==> src/rtl/object_stream_gen.sv <==
// object_stream_gen: raster-scans one OBJ_W x OBJ_H object into FIFO pixel writes of {colour, address}.
// Latency: START at edge k puts the first pixel on the outputs in cycle k+1; DONE follows the last pixel by one cycle.
// Backpressure: OBJ_WRFULL stalls the scan on on-screen pixels only; nothing is dropped or duplicated.
//
// Ports:
//   CLOCK_50, RESET          clock (rising edge) and asynchronous active-low reset
//   START                    one-cycle draw request, taken only while idle
//   OBJ_X, OBJ_Y, OBJ_COLOR  object top-left corner and pixel value, latched with START
//   OBJ_WRFULL               object FIFO full flag, synchronous to CLOCK_50
//   OBJ_WRREQ                FIFO write strobe for the pixel currently presented
//   OBJ_DATA, OBJ_ADDR       pixel value and frame-buffer address (x + y*H_RES)
//   BUSY, DONE               scanning indicator and end-of-object pulse
module object_stream_gen #(
  parameter int H_RES = 640,
  parameter int V_RES = 480,
  parameter int OBJ_W = 16,
  parameter int OBJ_H = 16
) (
  input  logic        CLOCK_50,
  input  logic        RESET,
  input  logic        START,
  input  logic [9:0]  OBJ_X,
  input  logic [9:0]  OBJ_Y,
  input  logic [7:0]  OBJ_COLOR,
  input  logic        OBJ_WRFULL,
  output logic        OBJ_WRREQ,
  output logic [7:0]  OBJ_DATA,
  output logic [18:0] OBJ_ADDR,
  output logic        BUSY,
  output logic        DONE
);

  typedef enum logic [1:0] {
    ST_IDLE = 2'd0,
    ST_SCAN = 2'd1,
    ST_FIN  = 2'd2
  } state_t;

  localparam logic [9:0]  COL_LAST  = 10'(OBJ_W - 1);
  localparam logic [9:0]  ROW_LAST  = 10'(OBJ_H - 1);
  localparam logic [10:0] H_LIMIT   = 11'(H_RES);
  localparam logic [10:0] V_LIMIT   = 11'(V_RES);
  localparam logic [19:0] ROW_STEP  = 20'(H_RES);

  state_t      state_q, state_d;
  logic [9:0]  x_q, x_d;
  logic [9:0]  y_q, y_d;
  logic [7:0]  color_q, color_d;
  logic [9:0]  col_q, col_d;
  logic [9:0]  row_q, row_d;
  // Y*H_RES for the current row, kept incrementally so no multiplier sits in the scan path.
  logic [19:0] row_base_q, row_base_d;

  logic [10:0] px_x;
  logic [10:0] px_y;
  logic        in_range;
  logic        scanning;
  logic        consume;
  logic        last_col;
  logic        last_row;

  // Current pixel position; 11 bits so that X+col never wraps back on screen.
  assign px_x     = {1'b0, x_q} + {1'b0, col_q};
  assign px_y     = {1'b0, y_q} + {1'b0, row_q};
  assign in_range = (px_x < H_LIMIT) && (px_y < V_LIMIT);
  assign scanning = (state_q == ST_SCAN);

  // Off-screen pixels always advance; on-screen pixels wait for FIFO room.
  assign consume  = scanning && (!in_range || !OBJ_WRFULL);
  assign last_col = (col_q == COL_LAST);
  assign last_row = (row_q == ROW_LAST);

  // Write strobe is combinational on OBJ_WRFULL so a full FIFO is never written.
  assign OBJ_WRREQ = scanning && in_range && !OBJ_WRFULL;
  assign OBJ_DATA  = color_q;
  // Summing at 19 bits gives the same result as a 20-bit sum truncated to 19.
  assign OBJ_ADDR  = row_base_q[18:0] + 19'(x_q) + 19'(col_q);
  assign BUSY      = scanning;
  assign DONE      = (state_q == ST_FIN);

  always_comb begin
    state_d    = state_q;
    x_d        = x_q;
    y_d        = y_q;
    color_d    = color_q;
    col_d      = col_q;
    row_d      = row_q;
    row_base_d = row_base_q;

    case (state_q)
      ST_IDLE: begin
        if (START) begin
          state_d    = ST_SCAN;
          x_d        = OBJ_X;
          y_d        = OBJ_Y;
          color_d    = OBJ_COLOR;
          col_d      = '0;
          row_d      = '0;
          row_base_d = 20'(OBJ_Y) * ROW_STEP;
        end
      end

      ST_SCAN: begin
        if (consume) begin
          if (last_col) begin
            col_d      = '0;
            row_d      = row_q + 10'd1;
            row_base_d = row_base_q + ROW_STEP;
            if (last_row) begin
              state_d = ST_FIN;
            end
          end else begin
            col_d = col_q + 10'd1;
          end
        end
      end

      ST_FIN: begin
        state_d = ST_IDLE;
      end

      default: begin
        state_d = ST_IDLE;
      end
    endcase
  end

  always_ff @(posedge CLOCK_50 or negedge RESET) begin
    if (!RESET) begin
      state_q    <= ST_IDLE;
      x_q        <= '0;
      y_q        <= '0;
      color_q    <= '0;
      col_q      <= '0;
      row_q      <= '0;
      row_base_q <= '0;
    end else begin
      state_q    <= state_d;
      x_q        <= x_d;
      y_q        <= y_d;
      color_q    <= color_d;
      col_q      <= col_d;
      row_q      <= row_d;
      row_base_q <= row_base_d;
    end
  end

endmodule

==> config.mk <==
export PLATFORM = sky130hd
export DESIGN_NAME = object_stream_gen
export DESIGN_NICKNAME = d
export VERILOG_FILES = /design/src/rtl/object_stream_gen.sv
export SDC_FILE = /design/constraint.sdc
export NUM_CORES = 1
export LEC_CHECK = 0
export BUFFER_PORTS_ARGS = -buffer_cell sky130_fd_sc_hd__buf_2
export CAP_MARGIN = 10
export CORE_ASPECT_RATIO = 1.5
export CORE_MARGIN = 5
export CORE_UTILIZATION = 28
export DETAILED_ROUTE_END_ITERATION = 10
export GPL_ROUTABILITY_DRIVEN = 0
export GPL_TIMING_DRIVEN = 0
export HOLD_SLACK_MARGIN = 0.03
export SLEW_MARGIN = 20
export SYNTH_ARGS = -nofsm -noshare
export SYNTH_HDL_FRONTEND = slang
export SYNTH_SLANG_ARGS = --single-unit
==> constraint.sdc <==
create_clock -name CLOCK_50 -period 3.05 [get_ports CLOCK_50]
set_input_delay 0.61 -clock CLOCK_50 [delete_from_list [all_inputs] [get_ports CLOCK_50]]
set_output_delay 0.61 -clock CLOCK_50 [all_outputs]
set_load 0.01 [all_outputs]
==> results of run 1 <==
[final cells by class]
| class | count | area share |
|---|---|---|
| well taps | 210 | 0.0442 |
| repair buffers | 76 | 0.0754 |
| clock inverters | 3 | 0.00716 |
| inverters | 15 | 0.00969 |
| clock buffers | 13 | 0.0438 |
| flip-flops and latches | 62 | 0.262 |
| multi-input cells | 400 | 0.543 |
| plain buffers | 17 | 0.0141 |
[worst paths after layout]
path	endpoint	slack (ns)	start	cells after the start
max in group asynchronous	x_q[7]	2.41	RESET	2
worst min register to register	OBJ_DATA[2]	0.50	OBJ_DATA[2]	1
worst min-delay path	OBJ_DATA[3]	0.12	RESET	1
worst max register to register	row_base_q[7]	0.04	x_q[1]	11
min in group CLOCK_50	x_q[9]	0.49	OBJ_X[9]	3
worst max-delay path	OBJ_ADDR[11]	-0.42	col_q[1]	12
[per-stage QoR]
stage / setup TNS (ns) / std cells
after floorplan: 0 / 494
after global placement: -1.55 / 765
after detailed placement: -1.67 / 766
after CTS: -3.99 / 791
after global routing: -5.91 / 796
final: -3.59 / 796
[worst max-delay path, delay by kind of cell (launching register included)]
family                   cells  cell delay, ns
flip-flops                   1            0.41
AND/OR/NAND/NOR              1            0.12
AO/OA/AOI/OAI                5            0.83
adder cells (fa/ha/maj)      3            0.77
XOR/XNOR                     1            0.20
buffers and inverters        2            0.19
[cell usage in the layout (no fill, tap or decap), types with 5 or more instances in the layout]
cell	netlist	routed
dfrtp_2	0	5
o21ai_0	20	18
nand3b_1	5	5
clkbuf_16	0	9
dfrtp_1	62	57
buf_4	1	14
buf_2	0	60
nor2_1	31	29
ha_4	0	8
a21oi_1	35	31
nor2b_1	7	6
o31ai_1	20	17
ha_1	49	39
clkbuf_1	13	14
inv_1	14	13
a21o_1	12	12
nor3_1	8	8
xor2_1	7	7
nand2_1	25	25
o21ai_1	12	14
o22ai_1	5	5
o21a_1	5	5
nand3_1	17	16
a31oi_1	10	9
xnor2_1	18	17
nand4_1	9	9
and3_1	12	12
mux2_2	27	27
[sequential cells by signal (all words and copies together) (netlist names)]
name	cells
OBJ_DATA	8
col_q	10
row_base_q	12
row_q	10
state_q	2
x_q	10
y_q	10
[metal layers]
metal / track usage / vias to the layer above / part of all wire
li1: - / 2038 / -
met1: 0.157 / 2059 / 0.41
met2: 0.250 / 79 / 0.53
met3: 0.0260 / 17 / 0.041
met4: 0.0540 / 0 / 0.022
met5: 0 / - / 0
[cells by family (layout without fill, tap and decap cells)]
group | Yosys count | count (layout) | synth area share
xor gates and xnor gates | 25 | 25 | 0.0462
muxes | 30 | 30 | 0.0706
and+or+nand+nor | 143 | 143 | 0.163
buffers and inverters | 32 | 124 | 0.0293
DFF | 62 | 62 | 0.328
adders and majority gates | 54 | 54 | 0.151
AOI/OAI and AO/OA | 148 | 148 | 0.213
[power by group]
| group | switching, uW | internal [uW] |
|---|---|---|
| Combinational | 1080 | 1010 |
| Clock | 377 | 676 |
| Sequential | 193 | 986 |
[repair_timing]
item                                    CTS  global route
pin swaps                                12            17
buffers inserted                          9             5
gates resized for setup                  15            26
endpoints found under the setup margin   14            14
==> impl_metrics.toml, run 1 <==
[run_status]
status = "complete, but fails checks"
failed_checks = "setup timing"

[finish]
seq_area_sq_um = 1560
drive_gt1_frac = 0.295
utilization = 0.356
diodes = 0
fin_area_sq_um = 5940
multi_input_area_sq_um = 3230
syn2layout_area_growth_pct = 25.5
finalNetCount = 667
fillers = 1728

[timing]
tightest_slew_ns = 0.725
hold_viol_final = 0
period_needed_ns = 3.47
finalCritPeriodShare = 1.14
hold_slack_ns = 0.116
worst_slack_ns = -0.421
drv_slew = 0
slew_headroom = 0.517
skew_ns = 0.00866
setup_violations = 13
fmax_mhz = 288
rsz0062_at_grt = "yes"

[worst_hold_path]
hold_path_class = "in -> async"

[clock_tree]
clock_path_buffers = 2
cts_tree = "done"
clockRootBuffer = "clkbuf_16"
cts_buffers = 9
clk_pin_slew_ns = 0.05
cts.sinks = 62
holdBufCountCts = 0
cts_max_level = 3
clk_latency_ns = 0.34

[drt]
wl_mm = 13.1
wl_per_cell_um = 16.5
drt-initial-drc-count = 250
ant_nets = 0
via_count = 4193
dr.pass1.iters = 4
drc = 0
via_per_inst = 5.27

[synthesis]
yosys_warnings = 0
syn_inst = 494
synth_nets = 580
yosysMostFrequentCell = "dfrtp_1"
synth_area_sq_um = 4730
synth_top_area_cell = "dfrtp_1"
netlist_top_cells_count = "dfrtp_1, ha_1, a21oi_1, nor2_1, mux2_2"
synth_cell_type_count = 68
ys_seq_area_frac = 0.328
synth-edff-count = 0
syn_avg_cell_area_sq_um = 9.58
async_flop_share = 1.00
synthFlopType = "dfrtp_1"
synth_top_area_share = 0.328
synth_seq_cells = 62
synth.area.top_cells = "dfrtp_1, ha_1, mux2_2, a21oi_1, xnor2_1"

[placement]
placed_area_sq_um = 5330
dpl.hpwl_mm = 10.1
port-buffer-count = 61
pre_cts_ws_ns = -0.367

[critical_path]
critical_path_arrival_ns = 2.86
cp_slowest_cell = "dfrtp_1"
cp.required_ns = 2.44
crit_type = "reg -> out"
cpPeakStageDelay_ns = 0.41
crit_chain = "ha_4, ha_4, inv_2, fa_2, nor2b_2, o21a_1, o211ai_1, a31oi_2, a21o_1, a21oi_2, xnor2_1, buf_2"
critPathMostFrequentCell = "ha_4"
cp-end-kind = "output pin"
worstPathMaxFanout = 3
critPathLaunchType = "register"

[global_routing]
antenna_found_initial = 0
grt_util_all_layers = 0.138
overflow = 0
grt_max_degree = 53
grt_pass1_wl_mm = 21.4
grt_pass1_vias = 4277

[die]
die_y_um = 169
dieArea_sq_um = 19700
initial_utilization = 0.284
core_sq_um = 16700
io_pins = 62
die_width_um = 116
core.rowCount = 58

[power]
p_leak_uw = 0.00268
power_per_cell_area_nw_per_um2 = 728
vdd_ir_drop_max_uv = 371
power_uw = 4320

[run]
maxCapViolCount = 0
(Power assumes the default switching activity.)
==> run 2, diff against run 1 <==
CORE_UTILIZATION = 59   (was 28)
PLACE_DENSITY = 0.81   (was not set)
==> run 2 against run 1 <==
Compared with the run above:
- the flow still finishes with violations (setup timing)
- die area shrank 49%
- final cell count shrank 12%
- largest power group unchanged
- sequential power is essentially flat
- critical path depth shrank 2
- power grew 10%
==> impl_metrics.toml, run 2 (synthesis results as in run 1) <==
[die]
initial_utilization = 0.599
dieArea_sq_um = 9950
core.rowCount = 40
core_sq_um = 7910
io_pins = 62
die_width_um = 83.1
die_y_um = 120

[placement]
dpl.hpwl_mm = 9.34
dp.cells = 661
port-buffer-count = 61

[run_status]
status = "complete, but fails checks"
failed_checks = "setup timing"

[clock_tree]
clockRootBuffer = "clkbuf_16"
clk_pin_slew_ns = 0.05
cts_max_level = 3
cts_tree = "done"
cts_buffers = 9
holdBufCountCts = 0
cts.sinks = 62
clock_path_buffers = 2
clk_latency_ns = 0.34

[timing]
worst_slack_ns = -0.385
tightest_slew_ns = 0.685
fmax_mhz = 291
slew_headroom = 0.543
hold_slack_ns = 0.203
setup_violations = 12
period_needed_ns = 3.43
fin_tns_setup_ns = -3.43
skew_ns = 0.00783
finalCritPeriodShare = 1.13
drv_slew = 0
rsz0062_at_grt = "yes"
hold_viol_final = 0

[critical_path]
cp.required_ns = 2.44
crit_type = "reg -> out"
critPathBufInv = 1
cpPeakStageDelay_ns = 0.43
critPathMostFrequentCell = "ha_4"
critPathLaunchType = "register"
cp-end-kind = "output pin"
critical_path_arrival_ns = 2.82
crit_family = "compound AO/OA/AOI/OAI gates"
worstPathMaxFanout = 3
crit_chain = "ha_4, ha_4, a21o_1, a21oi_2, o21a_1, o311a_4, o21a_4, nand2b_4, xnor2_2, buf_2"
cp_slowest_cell = "dfrtp_2"

[power]
internal_power_uw = 2960
pwr-share-clk = 0.243
power_per_cell_area_nw_per_um2 = 790
combPwrFrac = 0.508
swShare = 0.381
p_leak_uw = 0.00278
switching_power_uw = 1820
vdd_ir_drop_max_uv = 460
seq_power_share = 0.249

[finish]
fin_cells = 703
syn2layout_area_growth_pct = 27.6
largest_reg_flops = 12
diodes = 0
drive_gt1_frac = 0.339
fillers = 543
layout_commonest_cell = "buf_2"
final_cell_mix = "buf_2, dfrtp_1, ha_1"
largest-register = "row_base_q"
finalNetCount = 679

[drt]
via_count = 4513
dr.pass1.iters = 6
wl_per_cell_um = 19.6
ant_nets = 0
drt-initial-drc-count = 374
drc = 0
wl_mm = 13.8
via_per_inst = 6.42

[global_routing]
grt_max_degree = 35
antenna_found_initial = 0
grt_pass1_wl_mm = 21.2
overflow = 0
grt_util_all_layers = 0.264
grt_pass1_vias = 4470

[worst_hold_path]
hold_path_class = "in -> async"

[run]
maxCapViolCount = 0
==> run 2: area by class of cell <==
| cell class | instances | area, sq um | share of cell area |
|---|---|---|---|
| Timing Repair Buffer | 88 | 531 | 0.0878 |
| Multi-Input combinational cell | 400 | 3340 | 0.553 |
| Clock buffer | 13 | 270 | 0.0447 |
| Clock inverter | 3 | 65.1 | 0.0108 |
| Buffer | 17 | 83.8 | 0.0139 |
| Sequential cell | 62 | 1560 | 0.258 |
| Inverter | 15 | 57.6 | 0.00953 |
| Tap cell | 105 | 131 | 0.0218 |
==> run 2: power groups by stage <==
stage          Sequential [uW]  Clock [uW]  Combinational (uW)
2_1_floorplan             1130           0                1310
3_3_place_gp              1170           0                1740
3_5_place_dp              1180           0                1810
4_1_cts                   1170        1160                2010
5_1_grt                   1210        1200                2630
6_report                  1190        1160                2430
==> run 2: final timing paths <==
kind / startpoint / end / slack (ns) / depth (start not counted)
max: col_q[2] / OBJ_ADDR[16] / -0.38 / 10
min: RESET / OBJ_DATA[5] / 0.20 / 1
max reg2reg: col_q[8] / col_q[9] / 0.18 / 10
min reg2reg: OBJ_DATA[0] / OBJ_DATA[0] / 0.50 / 1
max in group asynchronous: RESET / col_q[2] / 2.30 / 2
min in group CLOCK_50: OBJ_COLOR[4] / OBJ_DATA[4] / 0.50 / 2
==> run 2: metal layers <==
layer	part of all wire	GRT usage
met5	0	0
met4	0.026	0.119
met3	0.057	0.0488
met2	0.54	0.499
met1	0.37	0.280
==> run 2: repair_timing <==
action                     4_1_cts  5_1_grt
cloned                           0        0
pin swaps                       14       28
setup buffers                    8       19
resized for setup               17       42
setup endpoints to repair       15       15
==> run 2: worst reg2reg max path, cell delays in order, from the launching register on <==
cell and delay [ns]:
dfrtp_2 0.42, buf_4 0.16, ha_4 0.23, a21o_1 0.21
a2111oi_4 0.36, o21ai_2 0.12, buf_4 0.15, nor3_2 0.20
nand4_1 0.39, nand3_1 0.37, o31ai_1 0.12
==> run 2: through the flow <==
stage	total power (uW)	util	cell area (sq um)	setup WS [ns]
floorplan	2440	-	4730	0.0956
global placement	2910	0.654	5170	-0.227
detailed placement	2990	0.657	5190	-0.286
CTS	4330	0.719	5690	-0.440
global route	5040	0.764	6040	-0.556
finish	4770	0.764	6040	-0.385
